## src/rtl/uart_tx_fifo_if.sv

```systemverilog
// Host-side write port and UART_TX hand-off signals of the transmit byte queue.
// master = system side (host writer plus UART_TX busy); slave = the queue itself.
interface uart_tx_fifo_if #(
   parameter int ADDR_W = 4
);
   logic [7:0]      wr_data;
   logic            wr_en;
   logic            full;
   logic            empty;
   logic [ADDR_W:0] count;
   logic [7:0]      tx_data;
   logic            tx_send;
   logic            tx_busy;
   logic            overflow;

   modport master (
      output wr_data, wr_en, tx_busy,
      input  full, empty, count, tx_data, tx_send, overflow
   );

   modport slave (
      input  wr_data, wr_en, tx_busy,
      output full, empty, count, tx_data, tx_send, overflow
   );
endinterface

```

## src/rtl/uart_tx_fifo.sv

```systemverilog
// Byte queue feeding UART_TX: buffers host writes and issues one send pulse per frame.
// Optional sticky write-while-full flag: define UART_TX_FIFO_OVF_FLAG_EN.
//
// state   | meaning
// IDLE    | free to pop the head byte and pulse tx_send once UART_TX is not busy
// WAIT_HI | send issued, waiting for tx_busy to rise (bounded by BUSY_TIMEOUT)
// WAIT_LO | frame in progress, waiting for tx_busy to fall
module uart_tx_fifo #(
   parameter int ADDR_W       = 4,
   parameter int BUSY_TIMEOUT = 4
) (
   input logic           clk,
   input logic           reset,
   uart_tx_fifo_if.slave bus
);
   localparam int DEPTH = 2 ** ADDR_W;
   localparam int TW    = (BUSY_TIMEOUT > 1) ? $clog2(BUSY_TIMEOUT) : 1;
   localparam logic [ADDR_W:0] DEPTH_C  = DEPTH[ADDR_W:0];
   localparam logic [TW-1:0]   TMO_LAST = TW'(BUSY_TIMEOUT - 1);

   typedef enum logic [1:0] {
      IDLE,
      WAIT_HI,
      WAIT_LO
   } state_t;

   state_t            state_q, state_d;
   logic [7:0]        mem_q [DEPTH];
   logic [ADDR_W-1:0] wr_ptr_q, wr_ptr_d;
   logic [ADDR_W-1:0] rd_ptr_q, rd_ptr_d;
   logic [ADDR_W:0]   count_q, count_d;
   logic              full_q, full_d;
   logic              empty_q, empty_d;
   logic [7:0]        tx_data_q, tx_data_d;
   logic              tx_send_q, tx_send_d;
   logic [TW-1:0]     tmo_q, tmo_d;
   logic              push, pop;

   // Full is judged on the pre-edge occupancy, so a write while full is dropped even if a pop coincides.
   assign push = bus.wr_en && !full_q;
   assign pop  = (state_q == IDLE) && !empty_q && !bus.tx_busy;

   always_comb begin
      state_d   = state_q;
      tx_send_d = 1'b0;
      tx_data_d = tx_data_q;
      tmo_d     = tmo_q;
      case (state_q)
         IDLE: begin
            if (pop) begin
               tx_data_d = mem_q[rd_ptr_q];
               tx_send_d = 1'b1;
               tmo_d     = '0;
               state_d   = WAIT_HI;
            end
         end
         WAIT_HI: begin
            if (bus.tx_busy) begin
               state_d = WAIT_LO;
            end else if (tmo_q == TMO_LAST) begin
               state_d = IDLE;
            end else begin
               tmo_d = tmo_q + 1'b1;
            end
         end
         WAIT_LO: begin
            if (!bus.tx_busy) begin
               state_d = IDLE;
            end
         end
         default: state_d = IDLE;
      endcase
   end

   always_comb begin
      wr_ptr_d = wr_ptr_q;
      rd_ptr_d = rd_ptr_q;
      count_d  = count_q;
      if (push) begin
         wr_ptr_d = wr_ptr_q + 1'b1;
      end
      if (pop) begin
         rd_ptr_d = rd_ptr_q + 1'b1;
      end
      if (push && !pop) begin
         count_d = count_q + 1'b1;
      end else if (pop && !push) begin
         count_d = count_q - 1'b1;
      end
      full_d  = (count_d == DEPTH_C);
      empty_d = (count_d == '0);
   end

   always_ff @(posedge clk) begin
      if (reset) begin
         state_q   <= IDLE;
         wr_ptr_q  <= '0;
         rd_ptr_q  <= '0;
         count_q   <= '0;
         full_q    <= 1'b0;
         empty_q   <= 1'b1;
         tx_data_q <= 8'h00;
         tx_send_q <= 1'b0;
         tmo_q     <= '0;
      end else begin
         state_q   <= state_d;
         wr_ptr_q  <= wr_ptr_d;
         rd_ptr_q  <= rd_ptr_d;
         count_q   <= count_d;
         full_q    <= full_d;
         empty_q   <= empty_d;
         tx_data_q <= tx_data_d;
         tx_send_q <= tx_send_d;
         tmo_q     <= tmo_d;
      end
   end

   // Storage is deliberately left out of reset.
   always_ff @(posedge clk) begin
      if (push) begin
         mem_q[wr_ptr_q] <= bus.wr_data;
      end
   end

`ifdef UART_TX_FIFO_OVF_FLAG_EN
   logic overflow_q, overflow_d;

   always_comb begin
      overflow_d = overflow_q | (bus.wr_en & full_q);
   end

   always_ff @(posedge clk) begin
      if (reset) begin
         overflow_q <= 1'b0;
      end else begin
         overflow_q <= overflow_d;
      end
   end

   assign bus.overflow = overflow_q;
`else
   assign bus.overflow = 1'b0;
`endif

   assign bus.full    = full_q;
   assign bus.empty   = empty_q;
   assign bus.count   = count_q;
   assign bus.tx_data = tx_data_q;
   assign bus.tx_send = tx_send_q;
endmodule

```

## src/flat_wrapper.sv

```systemverilog
// flat-port wrapper written by rule: the top's interface ports become plain ports
module uart_tx_fifo_flat 
#(
   parameter int ADDR_W       = 4,
   parameter int BUSY_TIMEOUT = 4
)
  (clk, reset, bus_wr_data, bus_wr_en, bus_tx_busy, bus_full, bus_empty, bus_count, bus_tx_data, bus_tx_send, bus_overflow);
  uart_tx_fifo_if #(.ADDR_W(ADDR_W)) bus_i ();
  input logic clk;
  input logic reset;
  input wire logic [$bits(bus_i.wr_data)-1:0] bus_wr_data;
  input wire logic [$bits(bus_i.wr_en)-1:0] bus_wr_en;
  input wire logic [$bits(bus_i.tx_busy)-1:0] bus_tx_busy;
  output wire logic [$bits(bus_i.full)-1:0] bus_full;
  output wire logic [$bits(bus_i.empty)-1:0] bus_empty;
  output wire logic [$bits(bus_i.count)-1:0] bus_count;
  output wire logic [$bits(bus_i.tx_data)-1:0] bus_tx_data;
  output wire logic [$bits(bus_i.tx_send)-1:0] bus_tx_send;
  output wire logic [$bits(bus_i.overflow)-1:0] bus_overflow;
  assign bus_i.wr_data = bus_wr_data;
  assign bus_i.wr_en = bus_wr_en;
  assign bus_i.tx_busy = bus_tx_busy;
  assign bus_full = bus_i.full;
  assign bus_empty = bus_i.empty;
  assign bus_count = bus_i.count;
  assign bus_tx_data = bus_i.tx_data;
  assign bus_tx_send = bus_i.tx_send;
  assign bus_overflow = bus_i.overflow;
  uart_tx_fifo #(.ADDR_W(ADDR_W), .BUSY_TIMEOUT(BUSY_TIMEOUT)) u_core (.clk(clk), .reset(reset), .bus(bus_i));
endmodule
```

## config.mk

```make
export PLATFORM = sky130hd
export DESIGN_NAME = uart_tx_fifo_flat
export DESIGN_NICKNAME = d
export VERILOG_FILES = /design/src/rtl/uart_tx_fifo_if.sv /design/src/rtl/uart_tx_fifo.sv /design/src/flat_wrapper.sv
export SDC_FILE = /design/constraint.sdc
export NUM_CORES = 1
export LEC_CHECK = 0
export CORE_UTILIZATION = 50
export CTS_CLUSTER_DIAMETER = 150
export DETAILED_ROUTE_END_ITERATION = 8
export PLACE_DENSITY = 0.68
export SYNTH_ARGS = -nofsm -noshare
export SYNTH_HDL_FRONTEND = slang
export SYNTH_SLANG_ARGS = --single-unit
```

## constraint.sdc

```tcl
create_clock -name clk -period 7.8 [get_ports clk]
set_input_delay 2.34 -clock clk [delete_from_list [all_inputs] [get_ports clk]]
set_output_delay 2.34 -clock clk [all_outputs]
set_load 0.01 [all_outputs]
```

# Yosys cells after proc, flatten, opt, wreduce, memory -nomap -nowiden

Memory sizes are Yosys's and may differ from the RTL's. A register that Yosys moved wholly into a read port is not among the register bits.
Index checks and enable logic that the tools add are counted.

Reductions and logical operators: 17
Equal/unequal tests: 9
Muxes and demuxes: 14
$add $sub $neg: 5
Bitwise gates (word level): 1

Operators with widths:

| kind                  | count |
|---|---|
| $mux W2               | 7 |
| $mux W5               | 2 |
| $add A4 B1 Y4 const B | 2 |
| $ne A2 B2 Y1 const B  | 3 |
| $pmux W2 S3           | 1 |
| $add A5 B1 Y5 const B | 1 |
| $eq A5 B5 Y1 const B  | 1 |
| $logic_and A1 B1 Y1   | 5 |
| $logic_not A1 Y1      | 5 |
| $logic_not A5 Y1      | 1 |
| $sub A5 B1 Y5 const B | 1 |
| $eq A2 B2 Y1 const B  | 2 |
| $pmux W2 S2           | 1 |
| $reduce_and A4 Y1     | 1 |
| $mux W1               | 3 |
| $ne A3 B2 Y1 const B  | 1 |
| $reduce_and A3 Y1     | 1 |
| $add A2 B1 Y2 const B | 1 |
| $eq A2 B1 Y1 const B  | 1 |
| $logic_not A2 Y1      | 1 |
| $ne A2 B1 Y1 const B  | 1 |
| $reduce_and A2 Y1     | 1 |
| $reduce_bool A2 Y1    | 1 |
| $reduce_or A2 Y1      | 1 |
| $not A1 Y1            | 1 |

Output and inout port bits: 17
Memories: 1
RAM bits: 128
Register bits: 20
Input port bits: 12
Logic and storage cells: 55

Memories:

| name         | depth | width | rd ports | clocked after memory_dff | write ports | RTL line           | text |
|---|---|---|---|---|---|---|---|
| u_core.mem_q | 16    | 8     | 1        | 1                        | 1           | uart_tx_fifo.sv:28 | `logic [7:0] mem_q [DEPTH];` |

# Longest topological paths before layout

Gate-level depths: netlist of the first run.

Word-level depth: 7
Depth in mapped cells: 7

# Worst setup path after synthesis of the first run

Ideal clock, no wire load.

Path kind: input -> register
Start: in bus_wr_en
End: mem u_core.mem_q[3][0], enable pin
Required time: 7.417 ns
Setup slack: 3.739 ns
Data arrival time: 3.678 ns
Stages on the path: 4
Cell sequence: nor2b_1 clkbuf_1 nand2_1 nor3_1

Word-level cells in the longest chain between the ends: 3

Ends and longest elaborated chain:

| element                       | RTL line            | text |
|---|---|---|
| from (decl)                   | flat_wrapper.sv:12  | `input wire logic [$bits(bus_i.wr_en)-1:0] bus_wr_en;` |
| $logic_and A1 B1 Y1           | uart_tx_fifo.sv:40  | `assign push = bus.wr_en && !full_q;` |
| $mux W1                       | uart_tx_fifo.sv:120 | `if (push) begin` |
| $mux W1 (not written as such) | uart_tx_fifo.sv:121 | `mem_q[wr_ptr_q] <= bus.wr_data;` |
| to (decl)                     | uart_tx_fifo.sv:28  |  |

Every way passes these cells.

# Worst setup path after layout of the first run

Start: in bus_wr_en
End: mem u_core.mem_q[1][1], enable pin

The elaborated chain is that of the path after synthesis.

==> metrics.yaml, run 1 <==
hold_depth: 2
status: "finished, final reports clean"
totalWireLength_mm: 11.8
yosys_most_used_dff: "edfxtp_1"
r2r-start: "u_core.rd_ptr_q[0]$_SDFFE_PP0P_"
drt_iter0_markers: 329
die_h_um: 113
gp_congestion: 0.783
power_density_nw_per_um2: 276
hold_buffers: 0
coreArea_um2: 12000
start_util_pct: 51.3
critical_path_arrival_ns: 4.20
slew_headroom_pct: 20.0
clkLatencyLatePin_ns: 0.43
r2r_slack_ns: 5.54
p_leak_nw: 2.26
slew_viol_final: 0
min_path_type: "reg2reg"
fmax_mhz: 240
cts-resized-gates: 0
worstPathRequired_ns: 7.83
cp_max_fo: 14
num_antenna_cells: 0
post-route-cell-area_um2: 7090
vias: 3260
antenna_found_initial: 0
worstSetupEndpointType: "flop"
cts.htree.levels: 4
remaining_drc_errors: 0
yosysUniqueCellTypes: 41
clkSlewWorstSetupHoldPaths_ns: 0.06
fp.dieArea_um2: 12800
hold_start: "u_core.tmo_q[1]$_SDFFE_PP0P_"
maxCapViolCount: 0
async_flop_share_pct: 0
rsz0062_at_grt: "false"
cts.sinks: 156
dp_hpwl_mm: 7.36
vias_per_cell: 5.95
drive_gt1_share_pct: 17.2
ctsRootBufferMaster: "clkbuf_16"
io_buffers: 27
syn-cell-area_um2: 6160
area_growth_pct: 15.1
fin_skew_ns: 0.00941
cts_buffer_depth: 2
cts_tree: "built"
grt.overflow.total: 0
syn_nets: 381
period_minus_slack_ns: 4.17
ys_ff_latch: 156
syn_avg_cell_area_um2: 17.1
ant_nets: 0
finalPower_w: 0.00196
reg2reg_to: "u_core.bus.tx_data[3]$_SDFFE_PP0P_"
fin_crit_sh_pct: 53.5
post_cts_buffers: 0
nets: 408
cts_inserted_buffers: 17
num_io_pins: 29
grt_usage_pct: 20.6
die_x_um: 113
placed_area_um2: 6540
routedWlPerCell_um: 21.6
num_rows: 40
ir_worst_vdd_mv: 0.149
startpoint_type: "input pin"
synthCells: 361
yosysSeqAreaShare_pct: 71.5
dp.cells: 516
grt_pass1_wl_mm: 18.4
tightest_slew_ns: 1.19
grt_max_degree: 36
holdWs_ns: 0.494
setup.worst_path.class: "in2reg"
hold_viol: 0
instances_no_fill: 548
fin_setup_tns_ns: 0
synth_edf_count: 128
first_global_vias: 3241
yosys_warnings: 0
setup_viol: 0
holdPathEnd: "u_core.tmo_q[1]$_SDFFE_PP0P_"
worstRegToRegCells: 6
dr.pass1.iters: 7
-- where the power goes --
group,switching [W],internal [W]
sequential,0.0000238,0.000929
clock,0.000309,0.000467
combinational,0.000117,0.000113
total,0.000450,0.00151
-- worst max-delay path, cell delays in order --
cell	delay, ns
clkdlybuf4s50_1	0.47
nor2b_1	0.13
buf_4	0.21
nand2_1	0.13
nor3_1	0.92
-- metal layers --
layer  global-route usage [%]  wire length [µm]
met1                     29.3              5120
met2                     30.1              5720
met3                     6.11               806
met4                     8.33               173
met5                        0                 0
-- metrics by stage --
stage	setup WS, ns	util, %
2_1_floorplan	3.74	-
3_3_place_gp	3.20	54.4
3_5_place_dp	3.20	54.4
4_1_cts	3.63	59.1
5_1_grt	3.49	59.1
6_report	3.63	59.1
-- Yosys cell counts, types with 5 or more instances --
cell	count	share of area, %
nand2_1	13	0.79
a21oi_1	20	1.6
nor2_1	34	2.1
clkbuf_1	13	0.79
edfxtp_1	128	62
a22oi_1	17	2.1
xor2_1	6	0.85
nand2b_1	5	0.51
inv_1	5	0.30
dfxtp_1	28	9.1
nor3_1	5	0.41
ha_1	8	1.6
mux4_2	32	12
-- flip-flops by register name, summed over array words and instances, names as in the netlist --
| signal | cells |
|---|---|
| u_core.mem_q | 128 |
| u_core.bus.tx_data | 8 |
| u_core.bus.count | 5 |
| u_core.rd_ptr_q | 4 |
| u_core.wr_ptr_q | 4 |
| u_core.state_q | 2 |
| u_core.tmo_q | 2 |
| u_core.bus.empty | 1 |
| u_core.bus.full | 1 |
| u_core.bus.tx_send | 1 |
-- cells by family (layout without fill, tap and decap cells) --
group,count (synthesis),after routing,share of synthesized area [%]
other,1,1,0.0608
AND/OR/NAND/NOR,79,79,6.58
adder cells (fa/ha/maj),8,8,1.62
flip-flops,156,156,71.5
XOR/XNOR,10,10,1.42
buffers and inverters,27,67,2.03
multiplexers,33,33,11.9
AO/OA/AOI/OAI,47,47,4.95
-- layout make-up --
| class | instances | area [µm²] |
|---|---|---|
| Clock inverter | 12 | 123 |
| Multi-Input combinational cell | 178 | 1630 |
| Inverter | 5 | 18.8 |
| Timing Repair Buffer | 30 | 293 |
| Tap cell | 147 | 184 |
| Sequential cell | 156 | 4410 |
| Fill cell | 898 | 4920 |
| Clock buffer | 20 | 437 |
-- worst max path at each step --
stage	startpoint	to	slack [ns]	depth (start not counted)
after floorplan	bus_wr_en	u_core.mem_q[3][0]$_DFFE_PP_	3.74	4
after global placement	bus_wr_en	u_core.mem_q[3][2]$_DFFE_PP_	3.20	5
after detailed placement	bus_wr_en	u_core.mem_q[1][7]$_DFFE_PP_	3.20	5
after CTS	bus_wr_en	u_core.mem_q[1][0]$_DFFE_PP_	3.63	5
after global routing	bus_wr_en	u_core.mem_q[3][2]$_DFFE_PP_	3.49	5
final	bus_wr_en	u_core.mem_q[1][1]$_DFFE_PP_	3.63	5
-- layout by cell type, fill, tap and decap left out, types with 5 or more instances in the layout --
master           instances
a21oi_1                 20
a22oi_1                 17
clkbuf_16               17
clkdlybuf4s50_1         27
dfxtp_1                 27
edfxtp_1               128
ha_1                     8
inv_1                    5
mux4_2                  32
nand2_1                 13
nand2b_1                 5
nor2_1                  34
nor3_1                   5
xor2_1                   6
Power figures use the tool's default switching activity.
==> inputs of run 2 (changes only) <==
clock period = 4.2 ns   (was 7.8 ns; I/O delays follow)
==> run 2 against run 1 <==
Critical path depth is 1 higher. Routed wire length fell by 0.83%. Worst hold slack got worse by 0.020 ns. Global-route usage hardly changed. Flip-flop and latch count did not move. Clock skew fell by 0.0025 ns. Worst setup slack lost 2.5 ns. Count of clock-buffer cells in the layout is 6 higher. Cell count rose by 3.1%. First-iteration DRC count is 14% lower. Sequential power up 86%. Cell area is 2.5% higher. Critical endpoint is now u_core.bus.full$_SDFF_PP0_.
==> metrics.yaml, run 2 (synthesis gave the netlist of run 1 again) <==
vias: 3252
grt_pass1_wl_mm: 18.8
r2r_slack_ns: 1.89
regArea_um2: 4410
startpoint_type: "input pin"
critical_path_arrival_ns: 3.39
remaining_drc_errors: 0
routedWlPerCell_um: 20.7
nets: 425
worstRegToRegCells: 6
setup.worst_path.class: "in2reg"
r2r-start: "u_core.rd_ptr_q[1]$_SDFFE_PP0P_"
power_density_nw_per_um2: 516
multiInputGateArea_um2: 1630
antenna_found_initial: 0
nFillCells: 876
vias_per_cell: 5.76
slew_headroom_pct: 26.4
cts_tree: "built"
tightest_slew_ns: 1.10
slew_viol_final: 0
reg2reg_to: "u_core.bus.tx_data[5]$_SDFFE_PP0P_"
fp.dieArea_um2: 12800
grt.overflow.total: 0
totalWireLength_mm: 11.7
fin_skew_ns: 0.00687
first_global_vias: 3397
fmax_mhz: 326
coreArea_um2: 12000
largest_reg_flops: 128
drt_iter0_markers: 284
die_h_um: 113
die_x_um: 113
final_common_cell: "edfxtp_1"
setup_viol: 0
rsz0062_at_grt: "false"
fin_setup_tns_ns: 0
ctsRootBufferMaster: "clkbuf_16"
cts.sinks: 156
worstSetupEndpointType: "flop"
post_cts_buffers: 0
num_io_pins: 29
drive_gt1_share_pct: 21.3
dr.pass1.iters: 4
grt_max_degree: 36
num_rows: 40
maxCapViolCount: 0
start_util_pct: 51.3
cts-resized-gates: 0
area_growth_pct: 18.0
p_leak_nw: 2.39
grt_usage_pct: 20.6
period_minus_slack_ns: 3.06
ir_worst_vdd_mv: 0.290
hold_buffers: 0
ant_nets: 0
cp_max_fo: 26
instances_no_fill: 565
gp_congestion: 0.870
min_path_type: "reg2reg"
worstPathRequired_ns: 4.53
final_cell_mix: "128 x edfxtp_1, 34 x nor2_1, 32 x mux4_2, 27 x clkdlybuf4s50_1, 27 x dfxtp_1"
dp.cells: 533
top_register: "u_core.mem_q"
cp-startpoint: "bus_tx_busy"
cts_buffer_depth: 2
fin_crit_sh_pct: 73.0
cp-endpoint: "u_core.bus.full$_SDFF_PP0_"
io_buffers: 27
clkSlewWorstSetupHoldPaths_ns: 0.06
cts_inserted_buffers: 17
status: "finished, final reports clean"
dp_hpwl_mm: 7.32
num_antenna_cells: 0
finalPower_w: 0.00375
cts.htree.levels: 4
clkLatencyLatePin_ns: 0.42
hold_viol: 0
==> run 2: cell types whose count changed in the layout (fill, tap and decap cells not counted) <==
cell,previous run,this run
clkinv_4,2,0
buf_4,3,20
clkinv_1,3,0
clkinvlp_4,2,0
clkinv_2,2,4
clkbuf_16,17,18
clkbuf_8,0,5
inv_6,1,0
==> run 2: stage by stage <==
stage | utilization [%] | hold slack (ns) | area, µm² | setup slack [ns]
2_1_floorplan | - | 0.452 | 6160 | 1.22
3_3_place_gp | 55.5 | 0.477 | 6660 | 0.808
3_5_place_dp | 55.5 | 0.472 | 6660 | 0.741
4_1_cts | 60.6 | 0.479 | 7270 | 1.18
5_1_grt | 60.6 | 0.520 | 7270 | 0.987
6_report | 60.6 | 0.474 | 7270 | 1.14
==> run 2: metal layers <==
metal / track usage (%) / vias to the layer above / routed length (µm)
met3: 6.48 / 19 / 607
li1: - / 1494 / -
met2: 32.4 / 91 / 5740
met1: 26.5 / 1648 / 5130
met5: 0 / - / 0
met4: 9.21 / 0 / 247
==> run 2: worst min-delay path by stage <==
stage          depth (start not counted)                    startpoint                      endpoint
2_1_floorplan                          2  u_core.tmo_q[1]$_SDFFE_PP0P_  u_core.tmo_q[1]$_SDFFE_PP0P_
3_3_place_gp                           2  u_core.tmo_q[1]$_SDFFE_PP0P_  u_core.tmo_q[1]$_SDFFE_PP0P_
3_5_place_dp                           2  u_core.tmo_q[1]$_SDFFE_PP0P_  u_core.tmo_q[1]$_SDFFE_PP0P_
4_1_cts                                2  u_core.tmo_q[1]$_SDFFE_PP0P_  u_core.tmo_q[1]$_SDFFE_PP0P_
5_1_grt                                2  u_core.tmo_q[1]$_SDFFE_PP0P_  u_core.tmo_q[1]$_SDFFE_PP0P_
6_report                               2  u_core.tmo_q[1]$_SDFFE_PP0P_  u_core.tmo_q[1]$_SDFFE_PP0P_
==> run 2: final cells by class <==
| cell class | count | area share [%] |
|---|---|---|
| flip-flops and latches | 156 | 60.6 |
| repair buffers | 47 | 5.78 |
| well taps | 147 | 2.53 |
| clock buffers | 26 | 7.29 |
| clock inverters | 6 | 1.10 |
| multi-input cells | 178 | 22.5 |
| inverters | 5 | 0.258 |
==> run 2: critical path, stage by stage <==
cell and delay (ns):
clkdlybuf4s50_1 0.51, or4_4 0.68, and3_4 0.26, a31oi_2 0.19
xor2_1 0.25, nor4bb_2 0.24
==> run 2: where the power goes <==
| part | switching, W | internal [W] | total, W |
|---|---|---|---|
| logic | 0.000216 | 0.000216 | 0.000432 |
| registers | 0.0000468 | 0.00172 | 0.00177 |
| clock network | 0.000566 | 0.000986 | 0.00155 |
==> inputs of run 3 (changes only) <==
PLACE_DENSITY = 0.71   (was 0.68)
clock period = 2.5 ns   (was 4.2 ns; I/O delays follow)
==> run 3 against run 2 <==
Highest routed layer unchanged. Via count is 1.5% higher. Worst setup slack worse by 0.93 ns. Critical path depth did not move.
==> metrics.yaml, run 3 (synthesis gave the netlist of run 1 again) <==
cts_buffer_depth: 2
cp_slowest_cell: "or4_4"
combPwrFrac_pct: 12.4
antenna_found_initial: 0
holdWs_ns: 0.485
clkLatencyLatePin_ns: 0.42
fin_util_pct: 60.9
die_x_um: 113
maxCapViolCount: 0
setup_viol: 0
intPower_w: 0.00466
critical_path_arrival_ns: 2.63
num_io_pins: 29
first_global_vias: 3360
grt_usage_pct: 20.7
rsz0062_at_grt: "false"
area_growth_pct: 18.6
min_path_type: "reg2reg"
largest_reg_flops: 128
ant_nets: 0
io_buffers: 27
power_density_nw_per_um2: 837
setup.worst_path.class: "in2reg"
crit_buf_inv: 1
pwr-share-seq_pct: 48.7
r2r_slack_ns: 0.45
grt_max_degree: 36
drive_gt1_share_pct: 22.7
ir_worst_vdd_mv: 0.541
fin_skew_ns: 0.00594
vias_per_cell: 5.74
start_util_pct: 51.3
crit_path_max_incr_delay_ns: 0.53
num_rows: 40
cts-resized-gates: 0
worstSetupEndpointType: "flop"
dr.pass1.iters: 5
power.switching_w: 0.00146
grt.overflow.total: 0
ctsRootBufferMaster: "clkbuf_16"
die_h_um: 113
gp_congestion: 0.843
drt_iter0_markers: 275
slew_viol_final: 0
fp.dieArea_um2: 12800
clkSlewWorstSetupHoldPaths_ns: 0.06
cts_tree: "built"
p_leak_nw: 2.41
vias: 3300
critical_path.top_delay_family: "simple AND/OR/NAND/NOR gates"
remaining_drc_errors: 0
instances_no_fill: 575
post_cts_buffers: 0
top_register: "u_core.mem_q"
cts_inserted_buffers: 17
period_minus_slack_ns: 2.30
cp_cell_sequence: "clkdlybuf4s50_1, or4_4, nor4_1, a31oi_2, xor2_1, nor4bb_2"
totalWireLength_mm: 12.0
post-route-cell-area_um2: 7310
cts.htree.levels: 4
status: "finished, final reports clean"
coreArea_um2: 12000
nets: 435
startpoint_type: "input pin"
num_antenna_cells: 0
finalPower_w: 0.00612
routedWlPerCell_um: 20.9
dp.cells: 543
cts.sinks: 156
grt_pass1_wl_mm: 18.7
fmax_mhz: 435
cp_max_fo: 5
hold_buffers: 0
hold_viol: 0
tightest_slew_ns: 0.810
worstPathRequired_ns: 2.83
placed_area_um2: 6760
clkPwrFrac_pct: 38.9
fin_crit_sh_pct: 92.0
power_switching_share_pct: 23.9
slew_headroom_pct: 45.8
final_common_cell: "edfxtp_1"
final_cell_mix: "128 x edfxtp_1, 34 x nor2_1, 32 x mux4_2, 28 x buf_4"
dp_hpwl_mm: 7.37
run 3: cell types whose count changed in the layout (fill, tap and decap cells not counted), moves of 2 or more:
cell,before,now
inv_6,0,4
clkbuf_8,5,0
clkinv_1,0,4
clkinv_2,4,2
buf_4,20,28
buf_12,0,2
clkbuf_1,3,1
run 3: power by group through the flow:
stage | Combinational (W) | Clock, W | Sequential [W]
after floorplan | 0.000486 | 0 | 0.00302
after global placement | 0.000737 | 0 | 0.00303
after detailed placement | 0.000764 | 0 | 0.00304
after CTS | 0.000770 | 0.00241 | 0.00298
after global routing | 0.000831 | 0.00252 | 0.00299
final | 0.000761 | 0.00238 | 0.00298
run 3: path summary, 6_finish.rpt:
check | depth (start not counted) | to | from
worst max-delay path | 6 | u_core.bus.full$_SDFF_PP0_ | bus_tx_busy
worst min-delay path | 2 | u_core.tmo_q[1]$_SDFFE_PP0P_ | u_core.tmo_q[1]$_SDFFE_PP0P_
worst max register to register | 6 | u_core.bus.tx_data[4]$_SDFFE_PP0P_ | u_core.rd_ptr_q[0]$_SDFFE_PP0P_
worst min register to register | 2 | u_core.tmo_q[1]$_SDFFE_PP0P_ | u_core.tmo_q[1]$_SDFFE_PP0P_
run 3: layout make-up:
class	count	area, µm²
clock buffer	18	429
tap	147	184
inverter	5	18.8
clock inverter	14	118
timing repair buffer	57	520
fill	873	4700
sequential	156	4410
multi-input combinational	178	1630
run 3: routing by layer:
layer  part of all wire (%)  up-vias  track usage (%)
met5                      0        -                0
met4                    1.7        0             7.54
met3                    5.8       18             5.09
met2                     52      117             34.8
met1                     40     1641             26.3
li1                       -     1524                -
run 3: tightest hold or removal path: cells and delay by family, from the launching register on:
family	cells	cell delay [ns]
simple gates	1	0.07
compound gates	1	0.06
flops	1	0.31
run 3: per-stage QoR:
step           worst slack, ns  setup TNS (ns)
5_1_grt                 0.0561               0
6_report                 0.201               0
3_5_place_dp            -0.210          -0.530
2_1_floorplan           0.0289               0
4_1_cts                  0.216               0
3_3_place_gp            -0.105          -0.246
